<file path="config.mk">
export PLATFORM = sky130hd
export DESIGN_NAME = ahb_lite_master
export DESIGN_NICKNAME = d
export VERILOG_FILES = /design/src/rtl/ahb_lite_pkg.sv /design/src/rtl/ahb_stall_timer.sv /design/src/rtl/ahb_lite_master.sv
export SDC_FILE = /design/constraint.sdc
export NUM_CORES = 1
export LEC_CHECK = 0
export CORE_ASPECT_RATIO = 0.5
export CORE_MARGIN = 2
export CORE_UTILIZATION = 46
export DETAILED_ROUTE_END_ITERATION = 6
export PLACE_DENSITY = 0.81
export SYNTH_ARGS = -nofsm -noshare
export SYNTH_HDL_FRONTEND = slang
export SYNTH_SLANG_ARGS = --single-unit
export TNS_END_PERCENT = 1
</file>
<file path="constraint.sdc">
create_clock -name HCLK -period 2.5 [get_ports HCLK]
set_input_delay 0.625 -clock HCLK [delete_from_list [all_inputs] [get_ports HCLK]]
set_output_delay 0.625 -clock HCLK [all_outputs]
set_load 0.02 [all_outputs]
</file>
<file path="src/rtl/ahb_lite_pkg.sv">
// Shared AHB-Lite encodings and the command record used by the initiator and its bench.
package ahb_lite_pkg;

  typedef enum logic [1:0] {
    HTRANS_IDLE   = 2'b00,
    HTRANS_BUSY   = 2'b01,
    HTRANS_NONSEQ = 2'b10,
    HTRANS_SEQ    = 2'b11
  } htrans_t;

  localparam logic [2:0] HSIZE_WORD = 3'b010;

  typedef struct packed {
    logic        write;
    logic [31:0] addr;
    logic [31:0] wdata;
  } ahb_cmd_t;

endpackage

</file>
<file path="src/rtl/ahb_stall_timer.sv">
// Saturating stall counter with a sticky limit flag; setting the flag outranks clearing it.
module ahb_stall_timer #(
  parameter int unsigned         CNT_W = 16,
  parameter logic [CNT_W-1:0]    LIMIT = CNT_W'(1024)
) (
  input  logic clk_i,
  input  logic rst_ni,
  input  logic stall_i,
  input  logic clr_i,
  output logic err_o
);

  logic [CNT_W-1:0] cnt_q, cnt_d;
  logic             err_q, err_d;
  logic             hit;

  // A LIMIT of zero leaves the counter parked at zero and never sets the flag.
  always_comb begin
    cnt_d = '0;
    if (stall_i) begin
      cnt_d = (cnt_q == LIMIT) ? cnt_q : cnt_q + CNT_W'(1);
    end
  end

  assign hit = (LIMIT != '0) && (cnt_d == LIMIT);

  always_comb begin
    err_d = err_q;
    if (hit) begin
      err_d = 1'b1;
    end else if (clr_i) begin
      err_d = 1'b0;
    end
  end

  always_ff @(posedge clk_i or negedge rst_ni) begin
    if (!rst_ni) begin
      cnt_q <= '0;
      err_q <= 1'b0;
    end else begin
      cnt_q <= cnt_d;
      err_q <= err_d;
    end
  end

  assign err_o = err_q;

endmodule

</file>
<file path="src/rtl/ahb_lite_master.sv">
// AHB-Lite initiator: valid/ready command stream to pipelined NONSEQ word transfers,
// completions returned on a one-cycle response strobe.
module ahb_lite_master
  import ahb_lite_pkg::*;
#(
  parameter int unsigned ADDR_W         = 32,
  parameter int unsigned DATA_W         = 32,
  parameter logic [15:0] TIMEOUT_CYCLES = 16'd1024
) (
  input  logic              HCLK,
  input  logic              HRESETn,
  input  logic              cmd_valid,
  output logic              cmd_ready,
  input  logic              cmd_write,
  input  logic [ADDR_W-1:0] cmd_addr,
  input  logic [DATA_W-1:0] cmd_wdata,
  output logic              rsp_valid,
  output logic              rsp_write,
  output logic [DATA_W-1:0] rsp_rdata,
  output logic              busy,
  output logic              timeout_err,
  input  logic              err_clr,
  output logic              HSEL,
  output logic [ADDR_W-1:0] HADDR,
  output logic [1:0]        HTRANS,
  output logic              HWRITE,
  output logic [2:0]        HSIZE,
  output logic [DATA_W-1:0] HWDATA,
  input  logic              HREADY,
  input  logic [DATA_W-1:0] HRDATA
);

  htrans_t           htrans_q, htrans_d;
  logic [ADDR_W-1:0] haddr_q, haddr_d;
  logic              hwrite_q, hwrite_d;
  logic [DATA_W-1:0] ap_wdata_q, ap_wdata_d;
  logic              dp_valid_q, dp_valid_d;
  logic              dp_write_q, dp_write_d;
  logic [DATA_W-1:0] hwdata_q, hwdata_d;
  logic              rsp_valid_q, rsp_valid_d;
  logic              rsp_write_q, rsp_write_d;
  logic [DATA_W-1:0] rsp_rdata_q, rsp_rdata_d;

  logic adv, dp_enter, rsp_fire, stall;

  assign adv      = (htrans_q == HTRANS_IDLE) || HREADY;
  assign dp_enter = HREADY && (htrans_q == HTRANS_NONSEQ);
  assign rsp_fire = dp_valid_q && HREADY;
  assign stall    = dp_valid_q && !HREADY;

  always_comb begin
    htrans_d   = htrans_q;
    haddr_d    = haddr_q;
    hwrite_d   = hwrite_q;
    ap_wdata_d = ap_wdata_q;
    if (adv) begin
      if (cmd_valid) begin
        htrans_d   = HTRANS_NONSEQ;
        haddr_d    = cmd_addr;
        hwrite_d   = cmd_write;
        ap_wdata_d = cmd_wdata;
      end else begin
        htrans_d = HTRANS_IDLE;
      end
    end
  end

  // Entry taking priority over retire gives the same-edge hand-over between transfers.
  always_comb begin
    dp_valid_d = dp_valid_q;
    dp_write_d = dp_write_q;
    hwdata_d   = hwdata_q;
    if (dp_enter) begin
      dp_valid_d = 1'b1;
      dp_write_d = hwrite_q;
      hwdata_d   = ap_wdata_q;
    end else if (HREADY) begin
      dp_valid_d = 1'b0;
    end
  end

  always_comb begin
    rsp_valid_d = rsp_fire;
    rsp_write_d = rsp_write_q;
    rsp_rdata_d = rsp_rdata_q;
    if (rsp_fire) begin
      rsp_write_d = dp_write_q;
      rsp_rdata_d = dp_write_q ? '0 : HRDATA;
    end
  end

  always_ff @(posedge HCLK or negedge HRESETn) begin
    if (!HRESETn) begin
      htrans_q    <= HTRANS_IDLE;
      haddr_q     <= '0;
      hwrite_q    <= 1'b0;
      ap_wdata_q  <= '0;
      dp_valid_q  <= 1'b0;
      dp_write_q  <= 1'b0;
      hwdata_q    <= '0;
      rsp_valid_q <= 1'b0;
      rsp_write_q <= 1'b0;
      rsp_rdata_q <= '0;
    end else begin
      htrans_q    <= htrans_d;
      haddr_q     <= haddr_d;
      hwrite_q    <= hwrite_d;
      ap_wdata_q  <= ap_wdata_d;
      dp_valid_q  <= dp_valid_d;
      dp_write_q  <= dp_write_d;
      hwdata_q    <= hwdata_d;
      rsp_valid_q <= rsp_valid_d;
      rsp_write_q <= rsp_write_d;
      rsp_rdata_q <= rsp_rdata_d;
    end
  end

  ahb_stall_timer #(
    .CNT_W (16),
    .LIMIT (TIMEOUT_CYCLES)
  ) u_stall_timer (
    .clk_i   (HCLK),
    .rst_ni  (HRESETn),
    .stall_i (stall),
    .clr_i   (err_clr),
    .err_o   (timeout_err)
  );

  assign cmd_ready = adv;
  assign HTRANS    = htrans_q;
  assign HSEL      = (htrans_q == HTRANS_NONSEQ);
  assign HADDR     = haddr_q;
  assign HWRITE    = hwrite_q;
  assign HSIZE     = HSIZE_WORD;
  assign HWDATA    = hwdata_q;
  assign busy      = (htrans_q != HTRANS_IDLE) || dp_valid_q;
  assign rsp_valid = rsp_valid_q;
  assign rsp_write = rsp_write_q;
  assign rsp_rdata = rsp_rdata_q;

endmodule

</file>
Word level (Yosys, flattened, before mapping)

Index checks and enable logic that the tools add are counted.

Logic and storage cells: 35
Bits in registers: 152
Output and inout port bits: 108
Input bits: 102

Equality and inequality tests: 3
Multiplexer cells: 8
$add $sub $neg: 1
Reductions and logical operators: 11

Operators by type and width:

| kind                                                              | count |
|---|---|
| 16-bit by 11-bit == test with 1-bit output, second input constant | 2 |
| 16-bit two-way mux                                                | 2 |
| 32-bit two-way mux                                                | 1 |
| 16-bit by 1-bit adder with 16-bit output, second input constant   | 1 |
| 2-bit nonzero test                                                | 3 |
| 1-bit two-way mux                                                 | 4 |
| 1-bit logical AND                                                 | 3 |
| 2-bit == test, second input constant                              | 1 |
| 2-bit logical NOT                                                 | 1 |
| 1-bit logical OR                                                  | 2 |
| 2-bit two-way mux                                                 | 1 |
| 2-bit AND reduction                                               | 1 |
| 1-bit logical NOT                                                 | 1 |

Depth between registers and ports, before layout

Gate-level depths: netlist of run 1.

Depth in word-level cells: 5
Gate-level depth with buffers: 8
Depth with buffers taken out: 7

Hierarchy

From an unflattened synthesis of run 1, not the netlist that was laid out.

Cells, all modules: 483
Area total of the unflattened synthesis: 6473.7 µm²

By module, submodules not included:

| module          | area an instance (µm²) | instances | cells an instance | sequential area each (µm²) |
|---|---|---|---|---|
| ahb_lite_master | 5361.4                 | 1         | 365               | 3353.2 |
| ahb_stall_timer | 1112.3                 | 1         | 118               | 425.4 |

Least setup slack after synthesis of run 1

OpenSTA, ideal clock, no wires.

Kind: input port to flip-flop
Start: input HREADY
End: register haddr_q[0], in the netlist HADDR[0]
Stages on the path: 5
Library setup time: 0.125 ns
Setup slack: 0.631 ns
Path buffers: 2
Arrival time: 1.744 ns
Required time: 2.375 ns
Cells stage by stage: nand2b_1 nand2_1 buf_2 buf_2 mux2_2

Longest elaborated chain between the ends: 2

Ends and longest elaborated chain:

| what                                 | RTL line               | source |
|---|---|---|
| start: declaration                   | ahb_lite_master.sv:29  | `input logic HREADY,` |
| 1-bit logical OR                     | ahb_lite_master.sv:46  | `assign adv = (htrans_q == HTRANS_IDLE) \|\| HREADY;` |
| 2-bit AND reduction (no source line) | n/a                    |  |
| end signal: assignment               | ahb_lite_master.sv:106 | `haddr_q <= haddr_d;` |
| end: declaration                     | ahb_lite_master.sv:34  | `logic [ADDR_W-1:0] haddr_q, haddr_d;` |

Every way passes these cells.
A chain may end at the register's enable or synchronous reset.

Final worst setup path of run 1

Start: register htrans_q[1], in the netlist HTRANS[1]
End: output busy

Longest elaborated chain between the ends: 2

Ends and longest elaborated chain:

| what                     | RTL line               | source |
|---|---|---|
| start: declaration       | ahb_lite_master.sv:33  | `htrans_t htrans_q, htrans_d;` |
| start signal: assignment | ahb_lite_master.sv:105 | `htrans_q <= htrans_d;` |
| 2-bit nonzero test       | ahb_lite_master.sv:136 | `assign busy = (htrans_q != HTRANS_IDLE) \|\| dp_valid_q;` |
| 1-bit logical OR         | ahb_lite_master.sv:136 |  |
| end: declaration         | ahb_lite_master.sv:20  | `output logic busy,` |

Every way passes these cells.

==> results of run 1 <==
==> layout by cell type (no fill, tap or decap), types with 2 or more instances in the layout <==
master / count
conb_1: 4
nand2b_1: 37
nor3b_1: 2
nor4_1: 6
mux2_2: 99
ha_1: 2
inv_6: 3
inv_1: 6
nand2_1: 39
bufinv_16: 5
xnor2_1: 10
buf_12: 5
nor2_1: 17
o2111ai_1: 2
clkdlybuf4s50_1: 203
buf_4: 6
nand4_1: 4
o21ai_0: 33
xor2_1: 5
dfrtp_1: 151
clkinvlp_4: 2
o21a_1: 2
nor3_1: 4
nand3_1: 6
and3_1: 2
clkbuf_16: 17
mux2i_1: 5
==> layer usage <==
layer	wire, um	vias to the layer above
met4	430	0
met5	0	-
met1	5730	2138
met2	7650	95
li1	-	2031
met3	517	27
==> worst max-delay path: cells and delay by family (launching register included) <==
family        cells  cell delay, ns
buf+inv           1            0.59
flops             1            0.43
simple gates      1            0.31
==> what timing repair did <==
action / 4_1_cts / 5_1_grt
hold buffers: 0 / 0
setup endpoints to repair: 0 / 1
gates resized for setup: 0 / 1
==> flip-flops by register name, summed over array words and instances, names as in the netlist <==
| name | count |
|---|---|
| rsp_write | 1 |
| u_stall_timer.err_o | 1 |
| HTRANS | 1 |
| rsp_rdata | 32 |
| u_stall_timer.cnt_q | 16 |
| HWRITE | 1 |
| ap_wdata_q | 32 |
| dp_write_q | 1 |
| HWDATA | 32 |
| dp_valid_q | 1 |
| HADDR | 32 |
| rsp_valid | 1 |
==> power by group through the flow <==
stage / logic [uW] / clock network [uW] / registers [uW]
floorplan: 522 / 0 / 3480
global placement: 1890 / 0 / 3100
detailed placement: 1920 / 0 / 3120
CTS: 1930 / 2840 / 3090
global route: 2020 / 2940 / 3140
finish: 1910 / 2790 / 3080
==> worst max-delay path by stage <==
stage                           startpoint                  end  cells after the start
floorplan                           HREADY             HADDR[0]                      5
global placement                    HREADY            cmd_ready                      3
detailed placement                  HREADY            cmd_ready                      3
CTS                                 HREADY            cmd_ready                      3
global route        u_stall_timer.cnt_q[0]  u_stall_timer.err_o                      6
finish                           HTRANS[1]                 busy                      2
==> cell type report <==
type / instances / area (um2)
multi-input cells: 292 / 2220
inverters: 6 / 22.5
clock buffers: 19 / 443
repair buffers: 216 / 2200
fillers: 911 / 3800
flip-flops and latches: 151 / 3780
clock inverters: 11 / 196
well taps: 170 / 213
==> logic make-up (layout without fill, tap and decap cells) <==
group / Yosys count / count (layout) / synth area share [%]
adders and majority gates: 2 / 2 / 0.405
DFF: 151 / 151 / 61.2
xor gates and xnor gates: 15 / 15 / 2.13
buffers and inverters: 39 / 252 / 2.98
AOI/OAI and AO/OA: 41 / 41 / 3.71
and+or+nand+nor: 126 / 126 / 10.6
other: 2 / 4 / 0.122
muxes: 104 / 104 / 18.9
==> stage by stage <==
step	hold slack, ns	instance area (um2)	setup slack [ns]
floorplan	0.329	6180	0.631
global placement	0.464	8440	0.0297
detailed placement	0.470	8440	0.0104
CTS	0.148	9070	0.000300
global route	0.170	9080	0.0475
finish	0.145	9080	0.140
==> key figures, run 1 <==
Status
  – Run status: complete, no violations

Synthesis
  – Leading area contributor after synthesis: dfrtp_1
  – Top-count cell post-synth: dfrtp_1
  – Synthesized area: ~0.0062 mm2
  – Largest cells by area after synthesis: dfrtp_1, mux2_2, nand2b_1
  – Synthesized flop and latch total: 151
  – Synthesis Warnings: 0
  – Sequential share of the synthesized area: between 60% and 70%
  – Synth Instances: 480
  – Syn avg cell area: between 10 and 15 um2
  – Ys flop type: dfrtp_1
  – Asr flop ratio synth: 100%
  – Synth cell count leaders: dfrtp_1, mux2_2, nand2_1, nand2b_1, o21ai_0
  – Number of enable-type register cells in the synthesized netlist: 0
  – Yosys cell types: 36
  – Synth top area share: between 60% and 70%

Setup path
  – Critical-path maximum fanout: 5
  – WS Path Type: flop to primary output
  – Worst Setup Start Kind: flop
  – Slowest cell on crit path: clkdlybuf4s50_1
  – Largest stage delay, worst path: between 0.5 and 0.6 ns
  – R2R cell count: 6
  – R2r endpoint: u_stall_timer.err_o
  – Setup crit end kind: primary output
  – Worst R2R Setup Slack: ~0.32 ns
  – R2r startpoint: u_stall_timer.cnt_q[0]
  – Crit-path cells: or2_2, clkdlybuf4s50_1
  – Worst path required time: 1.88 ns
  – Crit path DAT: ~1.7 ns

Power and ir drop
  – Sw Pwr: about 2100 uW
  – Clk network pwr share: between 30 and 40%
  – Sw frac: a little over a quarter
  – Pwr Total: approximately 8000 uW
  – Internal: around 5700 uW
  – Worst vdd ir: about 0.51 mV
  – Sequential power share: 39.6%
  – Combinational power share: around 25%
  – Pwr Density: 857 mW/mm2
  – Leak pwr: between 0.003 and 0.004 uW

Global route
  – Largest net degree at the start of global routing: 56
  – Met3 usage: 4.29%
  – Met2 usage: a little under two fifths
  – Grt ovf: 0
  – Vias in the first global route: about 4500
  – GRT Total Usage: a little over a fifth
  – First-pass GRT wire length: 23300 um
  – Met1 usage: between 20 and 25%
  – Antenna violations before repair: 0
  – Grt peak-use layer: met2

Floorplan
  – Die width: ~170 um
  – Rows: 29
  – Die height: 85.9 um
  – Die area: about 0.014 mm2
  – Ports: 210
  – Initial Util: roughly 48%
  – Area of the core: ~0.013 mm2

CTS
  – Post-CTS Repair Setup Buffers: 0
  – CTS Buf Count: 17
  – Clk Latency, worst-skew pair: just over 0.4 ns
  – Clk buf depth: 2
  – Clock-pin slew on the worst setup and hold paths: ~0.060 ns
  – H-Tree Depth: 4
  – Root buffer selected by CTS: clkbuf_16
  – Clk sinks: about 150
  – CTS tree: built

Timing
  – Final hold vios: 0
  – Slew margin rel.: ~44%
  – Setup violations, final: 0
  – Final-report max-slew violation count: 0
  – Clk_skew: 0.00917 ns
  – FMAX: 424 MHz
  – Worst-Margin Slew: between 0.8 and 0.9 ns
  – Final period util: between 90 and 100%
  – Setup TNS: 0 ns
  – RSZ-0062 raised after global routing: no
  – Fin crit period: around 2.4 ns

Layout
  – Share of cells above drive strength 1: 20.9%
  – Total Nets Final: a little under 800
  – Diode count: 0
  – Layout area overhead: 47.0%
  – Cell Count, Final, Fillers Out: about 870
  – Finished Core Util: 70.5%

Placement
  – Dpl hpwl: between 10000 and 15000 um
  – Dpl cells: around 840
  – Port bufs: 205
  – RePlAce Congestion: slightly above 0.8

Worst hold path
  – Min-delay worst type: primary input to async pin

Drt
  – DR pass1 iterations: 4
  – Initial drt markers: 238
  – Final ANT Viol Nets: 0
  – DR vias/cell: 4.96
  – Residual DRC: 0
  – WL final: 14300 um
  – DR vias: about 4300
  – WL/cell: 16.6 um

Run
  – Max-cap violations: 0
No activity file was read; power rests on OpenSTA's default activity.
==> inputs of run 2 (changes only) <==
--- a/config.mk
+++ b/config.mk
@@ -7,9 +7,8 @@
 export LEC_CHECK = 0
 export CORE_ASPECT_RATIO = 0.5
 export CORE_MARGIN = 2
-export CORE_UTILIZATION = 46
+export CORE_UTILIZATION = 25
 export DETAILED_ROUTE_END_ITERATION = 6
-export PLACE_DENSITY = 0.81
 export SYNTH_ARGS = -nofsm -noshare
 export SYNTH_HDL_FRONTEND = slang
 export SYNTH_SLANG_ARGS = --single-unit
==> key figures, run 2 (same netlist as run 1, synthesis figures left out) <==
Status
  – Run status: complete, no violations

Floorplan
  – Area of the core: between 0.02 and 0.025 mm2
  – Die area: roughly 0.026 mm2
  – Die height: roughly 120 um
  – Die width: 226 um
  – Ports: between 200 and 250
  – Initial Util: approximately 26%
  – Rows: 40

Setup path
  – R2r startpoint: u_stall_timer.cnt_q[0]
  – WS Path Type: flop to primary output
  – Worst Setup Start Kind: flop
  – Setup crit end kind: primary output
  – Worst path required time: 1.88 ns
  – Critical-path maximum fanout: 4
  – Worst R2R Setup Slack: about 0.4 ns
  – Crit path from: dp_valid_q
  – Crit path DAT: 1.69 ns

Global route
  – Largest net degree at the start of global routing: between 50 and 60
  – First-pass GRT wire length: approximately 24000 um
  – GRT Total Usage: between 10 and 15%
  – Vias in the first global route: roughly 4300
  – Grt ovf: 0
  – Antenna violations before repair: 0

CTS
  – Clock-pin slew on the worst setup and hold paths: 0.07 ns
  – Clk Latency, worst-skew pair: 0.42 ns
  – Clk buf depth: 2
  – CTS Buf Count: 17
  – Clk sinks: approximately 150
  – Hold bufs inserted after CTS: 0
  – Root buffer selected by CTS: clkbuf_16
  – H-Tree Depth: 4
  – Post-CTS Repair Setup Buffers: 0
  – CTS tree: built

Run
  – Max-cap violations: 0

Timing
  – Final period util: about 90%
  – Fin crit period: approximately 2.3 ns
  – Setup violations, final: 0
  – Clk_skew: roughly 0.008 ns
  – Worst-Margin Slew: ~0.86 ns
  – Setup TNS: 0 ns
  – Slew margin rel.: a little over two fifths
  – Final-report max-slew violation count: 0
  – RSZ-0062 raised after global routing: no
  – Worst hold margin: approximately 0.16 ns
  – Final hold vios: 0
  – FMAX: 433 MHz

Placement
  – Port bufs: 205
  – Dpl cell area: 0.00866 mm2
  – RePlAce Congestion: 0.786
  – Dpl hpwl: 11100 um

Power and ir drop
  – Leak pwr: ~0.0038 uW
  – Worst vdd ir: 0.510 mV
  – Pwr Density: ~820 mW/mm2

Drt
  – Initial drt markers: 162
  – Final ANT Viol Nets: 0
  – DR pass1 iterations: 4
  – DR vias/cell: between 4 and 5
  – DR vias: around 4200
  – Residual DRC: 0
  – WL final: 15200 um
  – WL/cell: 14.7 um

Worst hold path
  – Min-delay worst type: primary input to async pin

Layout
  – Storage cell area: about 0.0038 mm2
  – Post-route cell area: between 0.009 and 0.01 mm2
  – Layout area overhead: 49.7%
  – Multi-input gate area: around 0.0022 mm2
  – Most common cell after layout, fill and taps aside: clkdlybuf4s50_1
  – Share of cells above drive strength 1: about a fifth
  – Most frequent cells in the layout: clkdlybuf4s50_1, dfrtp_1, mux2_2
  – # fillers: approximately 2300
  – Total Nets Final: 788
  – Diode count: 0
-- run 2: report_power, final --
group	switching [uW]	internal, uW	total (uW)
Combinational	877	1040	1920
Clock	1020	1560	2590
Sequential	230	2850	3080
Total	2130	5450	7580
-- run 2: per-stage QoR --
step	total power [uW]	setup WS [ns]	cells	utilization, %
after floorplan	4000	0.631	482	-
after global placement	5030	0.0208	1001	35.9
after detailed placement	5080	0.0376	1001	35.9
after CTS	7720	0.0224	1032	38.3
after global routing	7970	0.102	1032	38.3
final	7580	0.189	1032	38.3
-- run 2: layout make-up --
cell class	count	area share, %
sequential	151	40.9
multi-input combinational	292	24.1
timing repair buffer	216	23.9
inverter	6	0.244
tap	336	4.55
clock inverter	12	1.65
clock buffer	19	4.68
-- run 2: repair_timing --
item	4_1_cts	5_1_grt
endpoints found under the setup margin	0	1
resized for setup	0	1
hold endpoints to repair	0	0
-- run 2: critical path, cell delays in order, from the launching register on --
cell and delay [ns]:
dfrtp_1 0.41, or2_2 0.30, clkdlybuf4s50_1 0.55
-- run 2: worst paths after layout --
kind                                  endpoint  cells past startpoint
min in group HCLK                 rsp_rdata[8]                      2
max reg2reg                u_stall_timer.err_o                      6
max in group asynchronous       ap_wdata_q[11]                      2
min reg2reg                       rsp_rdata[8]                      2
min                              rsp_rdata[21]                      1
max                                       busy                      2
-- run 2: metal layers --
layer  track usage [%]  part of all wire [%]  vias to the layer above
met3              3.14                   2.4                       14
met1              13.9                    41                     2087
li1                  -                     -                     2033
met5                 0                     0                        -
met2              21.8                    55                       39
met4              4.34                   1.4                        0
==> inputs of run 3 (changes only) <==
--- a/config.mk
+++ b/config.mk
@@ -5,9 +5,11 @@
 export SDC_FILE = /design/constraint.sdc
 export NUM_CORES = 1
 export LEC_CHECK = 0
+export CAP_MARGIN = 30
 export CORE_ASPECT_RATIO = 0.5
 export CORE_MARGIN = 2
 export CORE_UTILIZATION = 25
+export CTS_CLUSTER_DIAMETER = 80
 export DETAILED_ROUTE_END_ITERATION = 6
 export SYNTH_ARGS = -nofsm -noshare
 export SYNTH_HDL_FRONTEND = slang
==> results of run 3 <==
Final layout, timing and power as in run 2 (identical DEF).
